<file path="config.mk">
export PLATFORM = sky130hd
export DESIGN_NAME = expu_corr_arbiter
export DESIGN_NICKNAME = d
export VERILOG_FILES = /design/src/rtl/expu_corr_arbiter.sv
export SDC_FILE = /design/constraint.sdc
export NUM_CORES = 1
export LEC_CHECK = 0
export BUFFER_PORTS_ARGS = -buffer_cell sky130_fd_sc_hd__clkbuf_2
export CAP_MARGIN = 30
export CORE_MARGIN = 1
export CORE_UTILIZATION = 32
export DETAILED_ROUTE_END_ITERATION = 10
export HOLD_SLACK_MARGIN = 0.03
export PLACE_DENSITY_LB_ADDON = 0.25
export RECOVER_POWER = 100
export SLEW_MARGIN = 20
export SYNTH_ARGS = -nofsm -noshare
export SYNTH_HDL_FRONTEND = slang
export SYNTH_SLANG_ARGS = --single-unit
</file>
<file path="constraint.sdc">
create_clock -name clk_i -period 1.64 [get_ports clk_i]
set_clock_uncertainty 0.05 [all_clocks]
set_input_delay 0.246 -clock clk_i [delete_from_list [all_inputs] [get_ports clk_i]]
set_output_delay 0.246 -clock clk_i [all_outputs]
set_load 0.01 [all_outputs]
</file>
<file path="src/rtl/expu_corr_arbiter.sv">
// ============================================================================
// Module      : expu_corr_arbiter
// Description : Round-robin arbiter and tag pipeline sharing one exponential
//               mantissa correction datapath among NUM_REQ requesters.
// Revision    : 1.0 - initial release
// ============================================================================
`default_nettype none

module expu_corr_arbiter #(
  parameter int NUM_REQ        = 4,
  parameter int INPUT_FRACTION = 7,
  parameter int DP_LATENCY     = 1
) (
  input  logic                                clk_i,
  input  logic                                rst_ni,
  input  logic                                clear_i,
  input  logic [NUM_REQ-1:0]                  req_valid_i,
  input  logic [NUM_REQ*INPUT_FRACTION-1:0]   req_mant_i,
  output logic [NUM_REQ-1:0]                  req_ready_o,
  output logic [NUM_REQ-1:0]                  rsp_valid_o,
  input  logic [NUM_REQ-1:0]                  rsp_ready_i,
  output logic [INPUT_FRACTION-1:0]           rsp_mant_o,
  output logic                                dp_enable_o,
  output logic                                dp_clear_o,
  output logic [INPUT_FRACTION-1:0]           dp_mant_o,
  input  logic [INPUT_FRACTION-1:0]           dp_mant_i
);

  localparam int                c_ID_W      = (NUM_REQ > 1) ? $clog2(NUM_REQ) : 1;
  localparam int                c_W         = INPUT_FRACTION;
  localparam int                c_TAIL      = DP_LATENCY - 1;
  localparam logic [c_ID_W-1:0] c_LAST_INIT = c_ID_W'(NUM_REQ - 1);

  logic [DP_LATENCY-1:0]             r_tag_valid;
  logic [DP_LATENCY-1:0][c_ID_W-1:0] r_tag_id;
  logic [c_ID_W-1:0]                 r_last;

  logic              w_tail_valid;
  logic [c_ID_W-1:0] w_tail_id;
  logic              w_tail_ready;
  logic              w_stall;
  logic              w_advance;
  logic              w_grant_any;
  logic [c_ID_W-1:0] w_grant_id;

  // Requester at priority position k (1..NUM_REQ) after base, modulo NUM_REQ.
  function automatic logic [c_ID_W-1:0] rr_idx(input logic [c_ID_W-1:0] base, input int k);
    int s;
    s = int'(base) + k;
    if (s >= NUM_REQ) s = s - NUM_REQ;
    return c_ID_W'(s);
  endfunction

  assign w_tail_valid = r_tag_valid[c_TAIL];
  assign w_tail_id    = r_tag_id[c_TAIL];

  always_comb begin
    w_tail_ready = 1'b0;
    for (int i = 0; i < NUM_REQ; i++) begin
      if (w_tail_id == c_ID_W'(i)) w_tail_ready = rsp_ready_i[i];
    end
  end

  assign w_stall     = w_tail_valid & ~w_tail_ready;
  assign w_advance   = ~w_stall;
  assign dp_enable_o = w_advance;
  assign dp_clear_o  = clear_i;
  assign rsp_mant_o  = dp_mant_i;

  // Walk from lowest to highest priority so the highest-priority hit wins.
  always_comb begin
    w_grant_any = 1'b0;
    w_grant_id  = '0;
    if (w_advance && !clear_i) begin
      for (int k = NUM_REQ; k >= 1; k--) begin
        if (req_valid_i[rr_idx(r_last, k)]) begin
          w_grant_any = 1'b1;
          w_grant_id  = rr_idx(r_last, k);
        end
      end
    end
  end

  always_comb begin
    dp_mant_o = '0;
    for (int i = 0; i < NUM_REQ; i++) begin
      if (w_grant_any && (w_grant_id == c_ID_W'(i))) dp_mant_o = req_mant_i[i*c_W +: c_W];
    end
  end

  for (genvar i = 0; i < NUM_REQ; i++) begin : g_port
    assign req_ready_o[i] = w_grant_any  & (w_grant_id == c_ID_W'(i));
    assign rsp_valid_o[i] = w_tail_valid & (w_tail_id  == c_ID_W'(i));
  end

  always_ff @(posedge clk_i or negedge rst_ni) begin
    if (!rst_ni) begin
      r_tag_valid <= '0;
      r_tag_id    <= '0;
      r_last      <= c_LAST_INIT;
    end else if (clear_i) begin
      r_tag_valid <= '0;
      r_last      <= c_LAST_INIT;
    end else if (w_advance) begin
      r_tag_valid[0] <= w_grant_any;
      r_tag_id[0]    <= w_grant_id;
      for (int k = 1; k < DP_LATENCY; k++) begin
        r_tag_valid[k] <= r_tag_valid[k-1];
        r_tag_id[k]    <= r_tag_id[k-1];
      end
      if (w_grant_any) r_last <= w_grant_id;
    end
  end

endmodule

`default_nettype wire

</file>
==> impl_metrics.tcl, run 1 <==
set metrics [dict create \
    status "finished with violations" \
    violations "setup timing" \
    n_antenna_cell 0 \
    instances_no_fill 183 \
    dp_cells 171 \
    cts.htree.levels 1 \
    crit_family "flip-flops" \
    synthCells 82 \
    ys_types 31 \
    synth_area_um2 698 \
    place_congestion 0.793 \
    place_ws_ns -0.402 \
    synth.area.top_cells "mux2i_1, dfrtp_1, a32oi_1, buf_4, dfstp_2" \
    io_pins 70 \
    die_w_um 48.7 \
    ys_ff_latch 5 \
    grt_antenna_before_repair 0 \
    period_minus_slack_ns 2.26 \
    yosysWarnings 0 \
    p_comb_frac 0.725 \
    ctsRootBufferMaster "clkbuf_4" \
    cts_max_path_buffers 2 \
    rsz0062_at_grt "true" \
    utilization 0.648 \
    synth_ff_type "dfrtp_1" \
    slowest_delay_ns 0.59 \
    die_h_um 48.7 \
    p_seq_frac 0.163 \
    max_freq_mhz 442 \
    cts_tree "built" \
    tightest_slew_ns 0.904 \
    reg2reg_to "r_last[1]" \
    fin_hold_ws_ns 0.343 \
    numCtsBuffers 3 \
    drtIter0Drc 7 \
    vias_per_cell 5.22 \
    layout_setup_ws_ns -0.625 \
    path_buf_inv 1 \
    core_area_um2 2000 \
    p_int_mw 0.752 \
    start_kind "register" \
    drv_slew 0 \
    clkPwrFrac 0.112 \
    avgSynthCellArea_um2 8.51 \
    drive_above_1_share 0.667 \
    synthArstFlopShare 1.00 \
    routed_wl_mm 2.58 \
    io_buffers 55 \
    p_leak_nw 0.613 \
    crit_path_top_delay_cell "dfstp_2" \
    remaining_drc_errors 0 \
    swShare 0.423 \
    setup_viol_count_final 15 \
    crit_fanout 7 \
    synth_top_area_cell "mux2i_1" \
    fin_crit_sh 1.38 \
    required_ns 1.34 \
    slew_headroom 0.392 \
    synth_edf_count 0 \
    layout-area-overhead-vs-synth_pct 85.8 \
    rrSetupSlack_ns -0.07 \
    clk_latency_ns 0.24 \
    first_pass_iters 4 \
    start_util 0.349 \
    synth.top_cell.area_share 0.115 \
    p_per_area_nw_per_um2 1010 \
    finalNetCount 203 \
    ir_drop_v 0.000488 \
    globalRouteOverflowTotal 0 \
    dp_hpwl_mm 1.79 \
    vias 956 \
    postRouteAntennaNets 0 \
    p_sw_mw 0.552 \
    wl_per_cell_um 14.1 \
    yosys-top-cells-count "buf_4, mux2i_1, a32oi_1, nor2_1, o22ai_1" \
    path_clk_slew_ns 0.04 \
    grt_max_degree 10 \
    hold_class "input pin to asynchronous set/reset pin" \
    path_cells "mux2i_2 -> o221ai_2 -> nor3_4 -> a32oi_1 -> mux2i_1 -> buf_2" \
    grt_pass1_vias 938 \
    ff2ff_path_depth 7 \
    grt_first_pass_wirelength_mm 4.13 \
    rr_startpoint "r_tag_id[0]" \
    endpoint_kind "output pin" \
    worstPathArrival_ns 1.97 \
    rows 16 \
    die_area_um2 2370 \
    hold_viol 0 \
    cts.sinks 5 \
    grt_use_total 0.219 \
    syn_nets 128 \
    ys_seq_area_frac 0.183 \
    path_class "register to output pin" \
    maxCapViolCount 0 \
]
[timing repair]
item,CTS,global route
gates resized for setup,15,27
pin swaps,4,8
endpoints found under the setup margin,15,17
endpoints found under the hold margin,5,0
hold buffers,1,0
buffers inserted,5,5
[cell type report]
type	count	area, µm²
fill	162	704
multi-input combinational	63	587
timing repair buffer	80	505
sequential	5	128
tap	27	33.8
clock buffer	4	26.3
inverter	4	17.5
[sequential cells by signal, indices dropped and copies added (netlist names)]
register and cells:
r_last 2, r_tag_valid 1, r_tag_id 2
[cells by family (layout without fill, tap and decap cells)]
| family | Yosys count | count (layout) | share of synthesized area |
|---|---|---|---|
| AOI/OAI and AO/OA | 28 | 28 | 0.324 |
| buffers and inverters | 14 | 88 | 0.120 |
| DFF | 5 | 5 | 0.183 |
| muxes | 10 | 10 | 0.147 |
| and+or+nand+nor | 25 | 25 | 0.226 |
[how the worst max path moves through the flow]
stage              start           end  slack (ns)  cells after the start
6_report       r_last[1]  dp_mant_o[2]       -0.62                      6
5_1_grt        r_last[1]  dp_mant_o[1]       -0.78                      6
4_1_cts        r_last[1]  dp_mant_o[2]       -0.63                      6
3_5_place_dp   r_last[1]  dp_mant_o[2]       -0.40                      6
3_3_place_gp   r_last[1]  dp_mant_o[3]       -0.37                      6
2_1_floorplan  r_last[1]  dp_mant_o[0]       -0.25                      5
[power groups by stage]
stage / registers, mW / clock network (mW) / logic, mW
after global routing: 0.213 / 0.159 / 1.02
after detailed placement: 0.202 / 0 / 0.697
after CTS: 0.204 / 0.148 / 0.827
final: 0.212 / 0.146 / 0.946
after global placement: 0.200 / 0 / 0.684
after floorplan: 0.196 / 0 / 0.417
[per-layer routing]
| metal | GRT usage | part of all wire |
|---|---|---|
| met5 | 0 | 0 |
| met4 | 0.0539 | 0.0066 |
| met3 | 0.0503 | 0.066 |
| met2 | 0.400 | 0.53 |
| met1 | 0.255 | 0.40 |
[per-stage QoR]
step / total power [mW] / cell area [µm²] / TNS [ns]
finish: 1.30 / 1300 / -6.84
CTS: 1.18 / 1210 / -6.63
floorplan: 0.613 / 698 / -2.21
detailed placement: 0.899 / 1070 / -3.92
global route: 1.39 / 1300 / -8.39
global placement: 0.885 / 1070 / -3.54
[worst register-to-register path, stage by stage, from the launching register on]
cell	delay (ns)
dfrtp_1	0.42
mux2_4	0.33
o22ai_4	0.23
buf_6	0.17
buf_6	0.12
buf_6	0.10
nor2_4	0.04
o221ai_2	0.17
[layout by cell type, fill, tap and decap left out, types with 3 or more instances in the layout]
cell type,instances
a32oi_1,7
buf_4,15
clkbuf_2,40
clkbuf_4,4
buf_2,10
o22ai_1,5
dfrtp_1,3
nor2_1,5
o21ai_0,3
nand2_1,3
clkbuf_1,5
buf_6,8
mux2i_1,7
No activity file was read; power rests on OpenSTA's default activity.
==> run 2: changes to the inputs <==
--- a/config.mk
+++ b/config.mk
@@ -8,10 +8,10 @@
 export BUFFER_PORTS_ARGS = -buffer_cell sky130_fd_sc_hd__clkbuf_2
 export CAP_MARGIN = 30
 export CORE_MARGIN = 1
-export CORE_UTILIZATION = 32
+export CORE_UTILIZATION = 35
 export DETAILED_ROUTE_END_ITERATION = 10
 export HOLD_SLACK_MARGIN = 0.03
-export PLACE_DENSITY_LB_ADDON = 0.25
+export PLACE_DENSITY = 0.79
 export RECOVER_POWER = 100
 export SLEW_MARGIN = 20
 export SYNTH_ARGS = -nofsm -noshare
==> constraint.sdc (replaced) <==
create_clock -name clk_i -period 2.3 [get_ports clk_i]
set_clock_uncertainty 0.05 [all_clocks]
set_input_delay 0.345 -clock clk_i [delete_from_list [all_inputs] [get_ports clk_i]]
set_output_delay 0.345 -clock clk_i [all_outputs]
set_load 0.01 [all_outputs]
==> run 2 against run 1 <==
The run still ends with setup timing left. Via count shrank 11%. Sequential cell count is the same. Total power shrank 45%. Worst hold slack gained 0.076 ns. Design area shrank 19%. Non-clock buffer count shrank 18. Utilization shrank 6.4 points. First-iteration DRC count shrank 29%. Worst setup slack gained 0.58 ns. Routed wire length shrank 16%. Critical path type unchanged. Critical endpoint is now dp_mant_o[6].
==> impl_metrics.tcl, run 2 (synthesized netlist as in run 1, its figures left out) <==
set metrics [dict create \
    ir_drop_v 0.000229 \
    crit_path_top_delay_cell "dfrtp_1" \
    path_cells "mux2_1 -> o22ai_4 -> nor2_2 -> a32oi_1 -> mux2i_1 -> buf_2" \
    routed_wl_mm 2.17 \
    ctsRootBufferMaster "clkbuf_4" \
    fin_crit_sh 1.02 \
    dp_hpwl_mm 1.72 \
    period_minus_slack_ns 2.34 \
    cts.htree.levels 1 \
    final_cell_mix "clkbuf_2, buf_2" \
    place_congestion 0.831 \
    max_freq_mhz 427 \
    crit_fanout 10 \
    finalNetCount 185 \
    remaining_drc_errors 0 \
    violations "setup timing" \
    swShare 0.444 \
    tightest_slew_ns 0.474 \
    maxCapViolCount 0 \
    grt_first_pass_wirelength_mm 3.23 \
    clk_latency_ns 0.24 \
    start_util 0.388 \
    p_leak_nw 0.487 \
    cts_tree "built" \
    slew_headroom 0.681 \
    n_antenna_cell 0 \
    worstPathArrival_ns 1.95 \
    fin_hold_ws_ns 0.419 \
    drive_above_1_share 0.529 \
    drtIter0Drc 5 \
    p_seq_frac 0.207 \
    clkPwrFrac 0.139 \
    path_clk_slew_ns 0.04 \
    die_w_um 46.7 \
    grt_max_degree 11 \
    cts.sinks 5 \
    required_ns 1.90 \
    endpoint_kind "output pin" \
    cts_max_path_buffers 2 \
    numCtsBuffers 3 \
    final_common_cell "clkbuf_2" \
    crit_family "compound AO/OA/AOI/OAI gates" \
    grt_antenna_before_repair 0 \
    vias 853 \
    core_area_um2 1800 \
    grt_pass1_vias 827 \
    p_sw_mw 0.321 \
    start_kind "register" \
    slowest_delay_ns 0.42 \
    status "finished with violations" \
    die_h_um 46.7 \
    p_int_mw 0.402 \
    hold_viol 0 \
    top_regs "r_last x2, r_tag_id x2, r_tag_valid x1" \
    die_area_um2 2180 \
    postRouteAntennaNets 0 \
    io_buffers 55 \
    rsz0062_at_grt "true" \
    setup_tns_ns -0.158 \
    p_comb_frac 0.655 \
    hold_class "input pin to register" \
    first_pass_iters 4 \
    path_class "register to output pin" \
    setup_viol_count_final 7 \
    layout-area-overhead-vs-synth_pct 50.7 \
    wl_per_cell_um 13.3 \
    vias_per_cell 5.23 \
    grt_use_total 0.208 \
    globalRouteOverflowTotal 0 \
    rows 15 \
    drv_slew 0 \
    p_per_area_nw_per_um2 687 \
    io_pins 70 \
    layout_setup_ws_ns -0.0415 \
    fill_cells 176 \
    path_buf_inv 1 \
]
==> run 2: cell types whose count changed in the layout (fill, tap and decap cells not counted), moves of 2 or more <==
cell	previous run	this run
buf_4	15	4
o22ai_2	2	0
o22ai_1	5	7
clkbuf_1	5	7
nor2_1	5	7
mux2_4	2	0
buf_6	8	2
==> run 2: path summary, 6_finish.rpt <==
path | endpoint | cells after the start | startpoint | slack (ns)
worst min-delay path | r_tag_valid | 2 | clear_i | 0.42
max in group asynchronous | r_last[0] | 2 | rst_ni | 1.50
worst max register to register | r_last[1] | 5 | r_tag_id[0] | 0.62
worst min register to register | r_tag_id[1] | 2 | r_tag_id[1] | 0.50
worst max-delay path | dp_mant_o[6] | 6 | r_tag_id[0] | -0.04
min in group asynchronous | r_tag_valid | 2 | rst_ni | 0.43
==> run 2: stage by stage <==
stage / util / cell area (µm²) / worst slack (ns) / instances / power [mW]
floorplan: - / 698 / 0.265 / 82 / 0.437
global placement: 0.536 / 966 / 0.174 / 156 / 0.573
detailed placement: 0.536 / 966 / 0.121 / 156 / 0.591
CTS: 0.581 / 1050 / -0.0410 / 162 / 0.725
global route: 0.584 / 1050 / -0.188 / 163 / 0.785
finish: 0.584 / 1050 / -0.0415 / 163 / 0.723
==> run 2: layout make-up <==
class | count | area, µm² | share of cell area
clock buffers | 4 | 26.3 | 0.0250
inverters | 4 | 15.0 | 0.0143
multi-input cells | 63 | 522 | 0.496
flip-flops and latches | 5 | 128 | 0.121
well taps | 25 | 31.3 | 0.0297
repair buffers | 62 | 330 | 0.314
==> run 2: power groups by stage <==
stage	logic (mW)	clock network, mW	registers (mW)
3_5_place_dp	0.443	0	0.149
3_3_place_gp	0.429	0	0.144
2_1_floorplan	0.297	0	0.140
6_report	0.473	0.100	0.149
5_1_grt	0.519	0.113	0.153
4_1_cts	0.476	0.0999	0.149
==> run 2: layer usage <==
layer  global-route usage  wire length, µm  up-vias
li1                     -                -      424
met1                0.209              849      378
met2                0.417             1160       47
met3               0.0235              146        4
met4               0.0857               16        0
met5                    0                0        -
==> run 2: what timing repair did <==
item,4_1_cts,5_1_grt
hold buffers,1,0
endpoints found under the setup margin,10,10
hold endpoints to repair,3,0
resized for setup,7,10
pin swaps,5,2
setup buffers,1,1
==> run 3: changes to the inputs <==
--- a/config.mk
+++ b/config.mk
@@ -7,6 +7,7 @@
 export LEC_CHECK = 0
 export BUFFER_PORTS_ARGS = -buffer_cell sky130_fd_sc_hd__clkbuf_2
 export CAP_MARGIN = 30
+export CORE_ASPECT_RATIO = 1.2
 export CORE_MARGIN = 1
 export CORE_UTILIZATION = 35
 export DETAILED_ROUTE_END_ITERATION = 10
==> run 3 against run 2 <==
The flow still finishes with violations (setup timing). Non-clock buffer count is 5 higher. Largest cell class unchanged. Utilization is 2.9 points higher. Worst setup slack got worse by 0.026 ns. Worst hold slack lost 0.0075 ns. Die area is essentially flat. Critical endpoint is now dp_mant_o[5]. Total power rose by 11%. Design area increased by 7.8%. Sequential power fell by 3%. Critical path type unchanged. Sequential cell count unchanged. Global-route usage rose by 0.72 points. Register-to-register slack worse by 0.06 ns.
==> impl_metrics.tcl, run 3 (synthesized netlist as in run 1, its figures left out) <==
set metrics [dict create \
    n_antenna_cell 0 \
    grt_use_total 0.215 \
    p_per_area_nw_per_um2 708 \
    rrSetupSlack_ns 0.56 \
    violations "setup timing" \
    place_congestion 0.758 \
    rows 17 \
    layout_setup_ws_ns -0.0673 \
    slowest_delay_ns 0.59 \
    p_sw_mw 0.359 \
    io_buffers 55 \
    p_int_mw 0.444 \
    slew_headroom 0.659 \
    crit_path_top_delay_cell "dfstp_2" \
    utilization 0.613 \
    max_freq_mhz 422 \
    endpoint_kind "output pin" \
    die_area_um2 2180 \
    p_leak_nw 0.539 \
    dp_hpwl_mm 1.66 \
    power_mw 0.803 \
    routed_wl_mm 2.27 \
    path_buf_inv 3 \
    cts_max_path_buffers 2 \
    path_clk_slew_ns 0.05 \
    final_common_cell "clkbuf_2" \
    ctsRootBufferMaster "clkbuf_4" \
    final_cell_mix "clkbuf_2, buf_2, nor2_1, a32oi_1, mux2i_1" \
    wl_per_cell_um 14.0 \
    path_cells "mux2i_2 -> o221ai_2 -> buf_4 -> buf_6 -> o22ai_1 -> mux2i_1 -> buf_2" \
    die_w_um 42.8 \
    p_comb_frac 0.687 \
    grt_antenna_before_repair 0 \
    die_h_um 50.9 \
    cts_tree "built" \
    grt_max_degree 11 \
    start_kind "register" \
    postRouteAntennaNets 0 \
    path_class "register to output pin" \
    grt_first_pass_wirelength_mm 3.58 \
    status "finished with violations" \
    ir_drop_v 0.000364 \
    crit_fanout 7 \
    numCtsBuffers 3 \
    required_ns 1.90 \
    grt_pass1_vias 856 \
    ff_latch_area_um2 128 \
    first_pass_iters 4 \
    tightest_slew_ns 0.507 \
    io_pins 70 \
    layout-area-overhead-vs-synth_pct 62.5 \
    start_util 0.377 \
    drtIter0Drc 6 \
    core_area_um2 1850 \
    drv_slew 0 \
    remaining_drc_errors 0 \
    clk_latency_ns 0.26 \
    crit_family "flip-flops" \
    reg2reg_to "r_last[1]" \
    clkPwrFrac 0.134 \
    p_seq_frac 0.180 \
    vias_per_cell 5.57 \
    cts.sinks 5 \
    globalRouteOverflowTotal 0 \
    worstPathArrival_ns 1.97 \
    place_ws_ns 0.0873 \
    fin_crit_sh 1.03 \
    hold_class "input pin to asynchronous set/reset pin" \
    swShare 0.447 \
    top_regs "r_last x2, r_tag_id x2, r_tag_valid x1" \
    vias 903 \
    rr_startpoint "r_tag_id[0]" \
    maxCapViolCount 0 \
    finalNetCount 190 \
    drive_above_1_share 0.622 \
    rsz0062_at_grt "true" \
    cts.htree.levels 1 \
    hold_viol 0 \
    period_minus_slack_ns 2.37 \
    multi_input_area_um2 562 \
    fill_cells 164 \
    ff2ff_path_depth 6 \
    setup_viol_count_final 7 \
]
## run 3: changes by cell type in the layout (fill, tap and decap cells not counted), moves of 2 or more
cell,previous run,this run
buf_2,9,11
buf_4,4,6
buf_6,2,4
nor4_4,0,2
clkbuf_2,40,44
o22ai_2,0,2
clkbuf_1,7,1
o22ai_1,7,5
## run 3: layer usage
layer,vias to the layer above,share of wire,GRT usage
met5,-,0,0
met4,0,0.030,0.135
met3,13,0.080,0.0212
met2,49,0.51,0.381
met1,406,0.38,0.241
li1,435,-,-
## run 3: cell type report
cell class | instances | area share
Clock inverter | 1 | 0.00441
Clock buffer | 3 | 0.0198
Multi-Input combinational cell | 63 | 0.495
Timing Repair Buffer | 67 | 0.334
Sequential cell | 5 | 0.112
Inverter | 4 | 0.0132
Tap cell | 19 | 0.0209
## run 3: power groups by stage
stage	Sequential, mW	Combinational [mW]	Clock, mW
2_1_floorplan	0.140	0.297	0
3_3_place_gp	0.144	0.424	0
3_5_place_dp	0.146	0.436	0
4_1_cts	0.143	0.497	0.110
5_1_grt	0.148	0.598	0.114
6_report	0.144	0.551	0.107
## run 3: worst reg2reg max path: cells and delay by family (launching register included)
family	cells	cell delay [ns]
AOI/OAI and AO/OA	2	0.44
buffers and inverters	2	0.33
DFF	1	0.38
muxes	1	0.37
and+or+nand+nor	1	0.08
## run 3: how the worst max path moves through the flow
stage,startpoint,to,depth (start not counted)
global route,r_last[1],dp_mant_o[0],6
floorplan,r_last[1],dp_mant_o[0],5
global placement,r_tag_id[0],dp_mant_o[3],6
CTS,r_last[1],dp_mant_o[2],6
detailed placement,r_last[1],dp_mant_o[5],6
finish,r_last[1],dp_mant_o[5],7
## run 3: stage by stage
stage | hold slack [ns] | setup TNS, ns | instances | area [µm²]
final | 0.411 | -0.324 | 162 | 1130
after global routing | 0.448 | -1.16 | 162 | 1130
after CTS | 0.379 | -0.151 | 159 | 1070
after detailed placement | 0.120 | 0 | 150 | 958
after global placement | 0.113 | 0 | 150 | 958
after floorplan | -0.000591 | 0 | 82 | 698
## run 3: repair_timing
| action | 4_1_cts | 5_1_grt |
|---|---|---|
| endpoints found under the setup margin | 9 | 11 |
| pin swaps | 4 | 7 |
| hold buffers | 1 | 0 |
| hold endpoints to repair | 3 | 0 |
| resized for setup | 8 | 18 |
| buffers inserted | 4 | 2 |
| cloned | 0 | 1 |
